===== src/rtl/picorv32_wb_master_pkg.sv =====
// Shared definitions for the picorv32 -> Wishbone bridge: bus widths,
// FSM state encodings, default error read data and the latched request.
package picorv32_wb_master_pkg;

  localparam int unsigned WB_AW = 32;
  localparam int unsigned WB_DW = 32;

  // RV32 NOP, so a faulting fetch executes harmlessly.
  localparam logic [WB_DW-1:0] ERR_RDATA_DEFAULT = 32'h0000_0013;

  typedef enum logic [1:0] {
    ST_IDLE = 2'd0,
    ST_REQ  = 2'd1,
    ST_WAIT = 2'd2,
    ST_DONE = 2'd3
  } wb_state_e;

  typedef struct packed {
    logic [WB_AW-1:0] addr;
    logic [WB_DW-1:0] data;
    logic [3:0]       sel;
    logic             we;
    logic             instr;
  } wb_req_t;

endpackage


===== src/rtl/picorv32_wb_master_timeout.sv =====
// Watchdog for an outstanding Wishbone cycle: counts busy cycles and flags
// expiry on the last allowed one. Used only when WB_MASTER_TIMEOUT_EN is set.
module wb_timeout_counter #(
  parameter int unsigned LIMIT = 16
) (
  input  logic i_clk,
  input  logic i_resetn,
  input  logic i_clear,
  input  logic i_enable,
  output logic o_expired
);

  logic [7:0] cnt_q, cnt_d;

  always_comb begin
    cnt_d = cnt_q;
    if (i_clear)       cnt_d = '0;
    else if (i_enable) cnt_d = cnt_q + 8'd1;
  end

  always_ff @(posedge i_clk or negedge i_resetn) begin
    if (!i_resetn) cnt_q <= '0;
    else           cnt_q <= cnt_d;
  end

  assign o_expired = i_enable && (cnt_q == 8'(LIMIT - 1));

endmodule


===== src/rtl/picorv32_wb_master.sv =====
// picorv32 native memory port to single-beat pipelined Wishbone master.
// Optional cycle watchdog enabled by defining WB_MASTER_TIMEOUT_EN.
module picorv32_wb_master
  import picorv32_wb_master_pkg::*;
#(
  parameter logic [WB_DW-1:0] ERR_RDATA      = ERR_RDATA_DEFAULT,
  parameter int unsigned      TIMEOUT_CYCLES = 16
) (
  input  logic             i_clk,
  input  logic             i_resetn,
  input  logic             i_mem_valid,
  input  logic             i_mem_instr,
  input  logic [WB_AW-1:0] i_mem_addr,
  input  logic [WB_DW-1:0] i_mem_wdata,
  input  logic [3:0]       i_mem_wstrb,
  output logic             o_mem_ready,
  output logic [WB_DW-1:0] o_mem_rdata,
  output logic [WB_AW-1:0] o_wb_addr,
  output logic [WB_DW-1:0] o_wb_data,
  output logic [3:0]       o_wb_sel,
  output logic             o_wb_we,
  output logic             o_wb_cyc,
  output logic             o_wb_stb,
  input  logic             i_wb_ack,
  input  logic [WB_DW-1:0] i_wb_data,
  input  logic             i_wb_stall,
  input  logic             i_wb_err,
  output logic             o_bus_err,
  output logic [WB_AW-1:0] o_bus_err_addr,
  output logic             o_err_instr
);

  if (TIMEOUT_CYCLES < 2 || TIMEOUT_CYCLES > 255) begin : g_bad_timeout
    $error("TIMEOUT_CYCLES must be within 2..255");
  end

  wb_state_e        state_q, state_d;
  wb_req_t          req_q, req_d;
  logic             cyc_q, cyc_d, stb_q, stb_d;
  logic             ready_q, ready_d, berr_q, berr_d, einstr_q, einstr_d;
  logic [WB_DW-1:0] rdata_q, rdata_d;
  logic [WB_AW-1:0] eaddr_q, eaddr_d;
  logic             timeout;
  logic             fin_ok, fin_err;

`ifdef WB_MASTER_TIMEOUT_EN
  wb_timeout_counter #(.LIMIT(TIMEOUT_CYCLES)) u_timeout (
    .i_clk     (i_clk),
    .i_resetn  (i_resetn),
    .i_clear   (state_q == ST_IDLE || state_q == ST_DONE),
    .i_enable  (state_q == ST_REQ || state_q == ST_WAIT),
    .o_expired (timeout)
  );
`else
  assign timeout = 1'b0;
`endif

  always_comb begin
    state_d  = state_q;
    req_d    = req_q;
    cyc_d    = cyc_q;
    stb_d    = stb_q;
    rdata_d  = rdata_q;
    eaddr_d  = eaddr_q;
    einstr_d = einstr_q;
    ready_d  = 1'b0;
    berr_d   = 1'b0;
    fin_ok   = 1'b0;
    fin_err  = 1'b0;
    unique case (state_q)
      ST_IDLE: if (i_mem_valid) begin
        req_d.addr  = i_mem_addr;
        req_d.data  = i_mem_wdata;
        req_d.we    = |i_mem_wstrb;
        req_d.sel   = (|i_mem_wstrb) ? i_mem_wstrb : 4'hF;
        req_d.instr = i_mem_instr;
        cyc_d       = 1'b1;
        stb_d       = 1'b1;
        state_d     = ST_REQ;
      end
      // Responses only count once the strobe is accepted (stall low).
      ST_REQ: begin
        if (!i_wb_stall && i_wb_err)      fin_err = 1'b1;
        else if (!i_wb_stall && i_wb_ack) fin_ok  = 1'b1;
        else if (timeout)                 fin_err = 1'b1;
        else if (!i_wb_stall) begin
          stb_d   = 1'b0;
          state_d = ST_WAIT;
        end
      end
      ST_WAIT: begin
        if (i_wb_err)      fin_err = 1'b1;
        else if (i_wb_ack) fin_ok  = 1'b1;
        else if (timeout)  fin_err = 1'b1;
      end
      ST_DONE: state_d = ST_IDLE;
    endcase
    if (fin_ok || fin_err) begin
      cyc_d   = 1'b0;
      stb_d   = 1'b0;
      ready_d = 1'b1;
      state_d = ST_DONE;
      rdata_d = fin_err ? ERR_RDATA : i_wb_data;
    end
    if (fin_err) begin
      berr_d   = 1'b1;
      eaddr_d  = req_q.addr;
      einstr_d = req_q.instr;
    end
  end

  always_ff @(posedge i_clk or negedge i_resetn) begin
    if (!i_resetn) begin
      state_q  <= ST_IDLE;
      req_q    <= '0;
      cyc_q    <= 1'b0;
      stb_q    <= 1'b0;
      ready_q  <= 1'b0;
      berr_q   <= 1'b0;
      einstr_q <= 1'b0;
      rdata_q  <= '0;
      eaddr_q  <= '0;
    end else begin
      state_q  <= state_d;
      req_q    <= req_d;
      cyc_q    <= cyc_d;
      stb_q    <= stb_d;
      ready_q  <= ready_d;
      berr_q   <= berr_d;
      einstr_q <= einstr_d;
      rdata_q  <= rdata_d;
      eaddr_q  <= eaddr_d;
    end
  end

  assign o_wb_addr      = req_q.addr;
  assign o_wb_data      = req_q.data;
  assign o_wb_sel       = req_q.sel;
  assign o_wb_we        = req_q.we;
  assign o_wb_cyc       = cyc_q;
  assign o_wb_stb       = stb_q;
  assign o_mem_ready    = ready_q;
  assign o_mem_rdata    = rdata_q;
  assign o_bus_err      = berr_q;
  assign o_bus_err_addr = eaddr_q;
  assign o_err_instr    = einstr_q;

endmodule


===== config.mk =====
export PLATFORM = sky130hd
export DESIGN_NAME = picorv32_wb_master
export DESIGN_NICKNAME = d
export VERILOG_FILES = /design/src/rtl/picorv32_wb_master_pkg.sv /design/src/rtl/picorv32_wb_master_timeout.sv /design/src/rtl/picorv32_wb_master.sv
export SDC_FILE = /design/constraint.sdc
export NUM_CORES = 1
export LEC_CHECK = 0
export BUFFER_PORTS_ARGS = -buffer_cell sky130_fd_sc_hd__buf_2
export CAP_MARGIN = 20
export CORE_UTILIZATION = 50
export CTS_BUF_LIST = sky130_fd_sc_hd__clkbuf_4
export DETAILED_ROUTE_END_ITERATION = 12
export PLACE_DENSITY = 0.81
export RECOVER_POWER = 50
export SLEW_MARGIN = 20
export SYNTH_ARGS = -nofsm -noshare
export SYNTH_HDL_FRONTEND = slang
export SYNTH_SLANG_ARGS = --single-unit

===== constraint.sdc =====
create_clock -name i_clk -period 5.45 [get_ports i_clk]
set_input_delay 0.2725 -clock i_clk [delete_from_list [all_inputs] [get_ports i_clk]]
set_output_delay 0.2725 -clock i_clk [all_outputs]
set_load 0.01 [all_outputs]

==> summary.md, run 1 <==
| Metric | Value |
|---|---|
| Synth Area per Inst | 12.73 um^2 |
| Die W | 111.9 um |
| CP max FO | 37 |
| Async S/R FF share, synth | 100.0% |
| Worst vdd ir | 342.5 uV |
| Buffers & Inverters on Critical Path | 2 |
| Gpl congestion | 0.7911 |
| # resized after CTS | 0 |
| Clock sink count | 141 |
| Worst-path clk slew | 120 ps |
| Clk buf depth | 2 |
| Worst R2R Setup Slack | 1910 ps |
| Leak pwr | 3.704 nW |
| CP startpoint kind | flip-flop |
| Number of global-route vias before repair | 5076 |
| RR Endpoint | o_wb_addr[29]$_DFFE_PN0P_ |
| Die height | 111.9 um |
| First-iteration detailed-routing DRC count | 291 |
| Sequential share of the synthesized area | 58.46% |
| Final total power | 4.485 mW |
| Fillcell total | 838 |
| Slew headroom | -38.41% |
| Global-route wire length before repair | 25.40 mm |
| Slowest cell on the critical path | and2_0 |
| Top FF cell, synth | dfrtp_1 |
| I/O Pins | 245 |
| Synthesized flop and latch total | 141 |
| Max Cap Viol | 2 |
| Hold WS | 53.30 ps |
| Port Buf Inserts | 244 |
| Worst Path Arrival | 3960 ps |
| Post-CTS Hold Buffers | 98 |
| CTS Root Cell | clkbuf_4 |
| Net count after synthesis | 585 |
| Hold crit path type | in -> reg |
| Nets | 861 |
| Power Density | 565.6 mW/mm^2 |
| Die ar. | 0.01251 mm^2 |
| Clock Latency Late Sink | 520 ps |
| Final ANT Viol Nets | 0 |
| DRC Markers | 20 |
| Drt wl/cell | 17.45 um |
| H-tree depth | 4 |
| CP required | 5870 ps |
| Postcts setup bufs | 0 |
| DR vias | 4660 |
| ANT cells | 0 |
| Synth unique cells | 30 |
| Status | finished with violations |
| DPL Wire Length | 8.851 mm |
| Period utilisation layout | 65.03% |
| Max Slew Vio Count | 113 |
| Syn. warnings | 0 |
| Hold depth | 3 |
| Row cnt | 39 |
| Overall routing resource usage | 26.36% |
| Total grt overflow | 0 |
| Vias per cell | 5.143 |
| RSZ-0062 raised after global routing | no |
| Reg2Reg Depth | 5 |
| HP Start | i_mem_wstrb[3] |
| Failing checks | DRC, capacitance limit, slew limit |
| Final setup vio count | 0 |
| Critical path's top delay family | simple AND/OR/NAND/NOR gates |
| Setup Crit Path Kind | reg -> reg |
| Number of CTS-inserted buffers | 17 |
| Clk_skew | 14.47 ps |
| Crit path cell chain | inv_1 -> ha_1 -> and2_0 -> buf_4 -> mux2_2 |
| Routed WL | 15.81 mm |
| Fin worst setup slack | 1906 ps |
| Share of cells above drive strength 1 | 32.24% |
| Final min period | 3544 ps |
| TNS Setup | 0 ps |
| RR Startpoint | state_q[0]$_DFFE_PN0P_ |
| Worst slew pin tran | 2075 ps |
| Core area | 0.01161 mm^2 |
| TritonCTS clock tree | yes |
| Largest net degree at the start of global routing | 77 |
| CP max stage delay | 1540 ps |
| Cell area after synthesis | 0.006036 mm^2 |
| Critical Path Start | state_q[0]$_DFFE_PN0P_ |
| Hold Vio Cnt, Final | 0 |
| Starting density of the core | 51.97% |
| Worst hold endpoint | o_wb_sel[3]$_DFFE_PN0P_ |
| Synth-to-Final Area Change | 31.38% |
| Pre-antenna DRT Iters | 9 |
| Setup crit end kind | flip-flop |
| Number of synthesized flops with an enable pin | 0 |
| Fmax | 282.2 MHz |
| Mapped Cells | 474 |
| Place WS | 2668 ps |
| Initial antenna violation count | 0 |
==> flip-flops by register name, summed over array words and instances (netlist names), 2 cells and up <==
signal and count:
o_bus_err_addr 32, o_mem_rdata 32, o_wb_addr 32, o_wb_data 32, o_wb_sel 4, state_q 2
==> worst max path at each step <==
| stage | cells after the start | end |
|---|---|---|
| floorplan | 6 | o_bus_err_addr[10]$_DFFE_PN0P_ |
| global placement | 6 | state_q[1]$_DFFE_PN0P_ |
| detailed placement | 6 | state_q[1]$_DFFE_PN0P_ |
| CTS | 6 | state_q[1]$_DFFE_PN0P_ |
| global route | 7 | o_wb_stb$_DFFE_PN0P_ |
| finish | 5 | o_wb_addr[29]$_DFFE_PN0P_ |
==> area by class of cell <==
cell class | count | area, um^2 | area share (%)
clock buffers | 18 | 135.1 | 1.704
well taps | 143 | 178.9 | 2.256
inverters | 4 | 15.01 | 0.1893
flip-flops and latches | 141 | 3528 | 44.49
clock inverters | 14 | 151.4 | 1.909
repair buffers | 346 | 2083 | 26.27
multi-input cells | 240 | 1838 | 23.18
==> metal layers <==
layer / routed length (um) / global-route usage [%]
met4: 282 / 10.18
met1: 5885 / 29.36
met5: 0 / 0
met2: 8338 / 46.71
met3: 1301 / 8.547
==> tightest hold or removal path, cell delays in order <==
cell and delay, ps:
buf_2 130, o21ai_0 90, nand2_1 60
==> placed cells by master, fill, tap and decap left out, drive strengths merged <==
cell	netlist	routed
clkbuf	4	157
dfrtp	141	141
buf	85	109
dlygate4sd3	0	98
mux2	98	98
nand2	73	73
nand3	30	30
o21ai	10	10
clkinv	0	9
nor3	5	5
nor2	5	5
ha	4	4
inv	4	4
bufinv	0	3
a21oi	2	2
clkinvlp	0	2
and2	2	2
nor2b	1	1
o221ai	1	1
and3b	1	1
nand2b	1	1
a2bb2oi	1	1
nor4	1	1
o21a	1	1
o311ai	1	1
o32a	1	1
o2bb2ai	1	1
a22o	1	1
==> cells by family after synthesis <==
group                      Yosys count  synth area share, %
AOI/OAI and AO/OA                   19                2.716
adders and majority gates            4               0.8292
buffers and inverters               93                11.09
DFF                                141                58.46
muxes                               98                18.35
and+or+nand+nor                    119                8.561
==> power by group <==
part	leakage [nW]	switching (mW)	internal, mW
sequential	1.71	0.329	1.56
clock	0.156	0.371	0.315
combinational	1.84	1.06	0.844
total	3.70	1.76	2.72
==> metrics by stage <==
| stage | cell area [um^2] | util [%] | instances |
|---|---|---|---|
| after floorplan | 6036 | - | 474 |
| after global placement | 6812 | 58.65 | 775 |
| after detailed placement | 6812 | 58.65 | 775 |
| after CTS | 8079 | 69.56 | 905 |
| after global routing | 7930 | 68.28 | 906 |
| final | 7930 | 68.28 | 906 |
==> cells in the mapped netlist (2+ instances only) <==
cell      instances  share of area, %
dfrtp_1         141                58
mux2_2           97                18
nand2_1          73               4.5
buf_4            68               8.5
nand3_1          30               2.5
buf_2            10              0.83
o21ai_0           9              0.75
buf_6             7               1.3
nor2_1            5              0.31
nor3_1            5              0.41
clkbuf_1          4              0.25
ha_1              4              0.83
inv_1             3              0.19
a21oi_2           2              0.29
(Power assumes the default switching activity.)
==> inputs of run 2 (changes only) <==
- CORE_UTILIZATION: 50 -> 45
- PLACE_DENSITY: 0.81 -> 0.77
- clock period: 5.45 -> 2.99 ns (I/O delays scaled with it)
==> summary.md, run 2 (synthesized netlist as in run 1, its figures left out) <==
| Metric | Value |
|---|---|
| Global-route wire length before repair | 24.34 mm (-4.2%) |
| Slew headroom | -20.58% (+18 points) |
| Hold Vio Cnt, Final | 0 (unchanged) |
| DPL Wire Length | 8.897 mm (+0.53%) |
| ANT cells | 0 (unchanged) |
| Clk_skew | 9.155 ps (-5.311 ps) |
| TNS Setup | 0 ps (unchanged) |
| Nets | 871 (+1.2%) |
| I/O Pins | 245 (unchanged) |
| DRC Markers | 0 (-100%) |
| Die ar. | 0.01388 mm^2 (+11%) |
| TritonCTS clock tree | yes |
| CP required | 3450 ps (-2420 ps) |
| Commonest non-fill, non-tap cell in the layout | buf_2 |
| DR vias | 4534 (-2.7%) |
| Final Instance Area | 0.008140 mm^2 (+2.7%) |
| Largest net degree at the start of global routing | 76 (-1.3%) |
| Power Density | 998.0 mW/mm^2 (+76%) |
| RSZ-0062 raised after global routing | no |
| Overall routing resource usage | 22.31% (-4.1 points) |
| CP startpoint kind | flip-flop |
| Post-placement cell area | 0.006874 mm^2 (+0.92%) |
| CP max FO | 37 (unchanged) |
| Leak pwr | 3.937 nW (+6.3%) |
| Share of cells above drive strength 1 | 40.75% (+8.5 points) |
| Max Slew Vio Count | 76 (-33%) |
| Internal power | 5.025 mW (+85%) |
| Max Cap Viol | 1 (-1) |
| Gpl congestion | 0.8141 (+2.9%) |
| Core area | 0.01282 mm^2 (+10%) |
| Utilization after layout | 63.47% (-4.8 points) |
| Commonest non-fill, non-tap cells in the layout | buf_2 (174), dfrtp_1 (141), dlygate4sd3_1 (108) |
| Vias per cell | 4.798 (-6.7%) |
| Number of CTS-inserted buffers | 17 (unchanged) |
| Worst slew pin tran | 1809 ps (-266.3 ps) |
| Hold crit path type | in -> reg |
| Synth-to-Final Area Change | 34.87% |
| Worst R2R Setup Slack | 270 ps (-1640 ps) |
| Pre-antenna DRT Iters | 4 (-5) |
| Final setup vio count | 0 (unchanged) |
| Clock sink count | 141 (unchanged) |
| Initial antenna violation count | 0 (unchanged) |
| Worst vdd ir | 532.9 uV (+56%) |
| Worst Path Arrival | 3180 ps (-780 ps) |
| Total grt overflow | 0 (unchanged) |
| Number of global-route vias before repair | 4913 (-3.2%) |
| Failing checks | capacitance limit, slew limit |
| Switching Fraction | 38.14% (-1.1 points) |
| Hold WS | 168.4 ps (+115.1 ps) |
| Worst-path clk slew | 110 ps (about the same) |
| Clock Latency Late Sink | 520 ps (about the same) |
| Period utilisation layout | 91.03% (+26 points) |
| Status | finished with violations |
| First-iteration detailed-routing DRC count | 234 (-20%) |
| Setup crit end kind | flip-flop |
| Port Buf Inserts | 244 (unchanged) |
| Starting density of the core | 47.06% (-4.9 points) |
| Comb pwr share | 43.7% (+1.2 points) |
| Postcts setup bufs | 0 (unchanged) |
| Clock Power Share | 14.1% (-1.2 points) |
| Clk buf depth | 2 (unchanged) |
| Die W | 117.8 um (+5.3%) |
| Seq pwr share | 42.1% (about the same) |
| Drt wl/cell | 15.70 um (-10%) |
| Die height | 117.8 um (+5.3%) |
| Routed WL | 14.84 mm (-6.1%) |
| Fmax | 367.4 MHz (+30%) |
| H-tree depth | 4 (unchanged) |
| Final ANT Viol Nets | 0 (unchanged) |
| Final min period | 2722 ps (-822.2 ps) |
| CTS Root Cell | clkbuf_4 |
| Row cnt | 41 (+5.1%) |
| NetSw | 3.099 mW (+76%) |
| Setup Crit Path Kind | reg -> reg |
-- run 2: metal layers --
layer / part of all wire, % / track usage [%] / routed length [um]
met2: 52 / 39.45 / 7686
met1: 39 / 24.65 / 5827
met5: 0 / 0 / 0
met4: 2.0 / 7.933 / 292
met3: 6.9 / 7.800 / 1031
-- run 2: cell type report --
class,count,area [um^2]
flip-flops and latches,141,3528
inverters,4,15.01
clock inverters,14,127.6
repair buffers,356,2278
fillers,980,4684
multi-input cells,240,1841
clock buffers,18,135.1
well taps,172,215.2
-- run 2: critical path, cell delays in order, from the launching register on --
cell           delay, ps
dfrtp_1              450
inv_1                100
ha_1                 240
and2_4               480
o21ai_0              170
dlygate4sd3_1        590
nand2_1               70
dlygate4sd3_1        550
-- run 2: what timing repair did --
| action | 4_1_cts | 5_1_grt |
|---|---|---|
| resized for setup | 0 | 0 |
| endpoints found under the hold margin | 177 | 0 |
| hold buffers | 108 | 0 |
-- run 2: worst paths after layout --
kind	startpoint	to	cells past startpoint
worst max register to register	state_q[0]$_DFFE_PN0P_	o_wb_sel[0]$_DFFE_PN0P_	7
min in group asynchronous	i_resetn	o_wb_data[13]$_DFFE_PN0P_	2
worst min register to register	o_wb_sel[2]$_DFFE_PN0P_	o_wb_sel[2]$_DFFE_PN0P_	2
max in group asynchronous	i_resetn	o_err_instr$_DFFE_PN0P_	3
worst max-delay path	state_q[0]$_DFFE_PN0P_	o_wb_sel[0]$_DFFE_PN0P_	7
worst min-delay path	i_wb_err	o_mem_rdata[4]$_DFFE_PN0P_	4
-- run 2: through the flow --
stage          cells  total power [mW]  setup slack, ps
4_1_cts          944             8.208            292.1
6_report         945             8.124            268.3
3_3_place_gp     804             6.735            735.8
3_5_place_dp     804             6.915            700.1
5_1_grt          945             8.688            46.87
2_1_floorplan    474             6.188             1219
-- run 2: power by group through the flow --
stage / sequential, mW / clock (mW) / combinational, mW
after floorplan: 3.52 / 0 / 2.67
after global placement: 3.36 / 0 / 3.38
after detailed placement: 3.42 / 0 / 3.50
after CTS: 3.38 / 1.20 / 3.63
final: 3.42 / 1.15 / 3.55
after global routing: 3.54 / 1.29 / 3.86
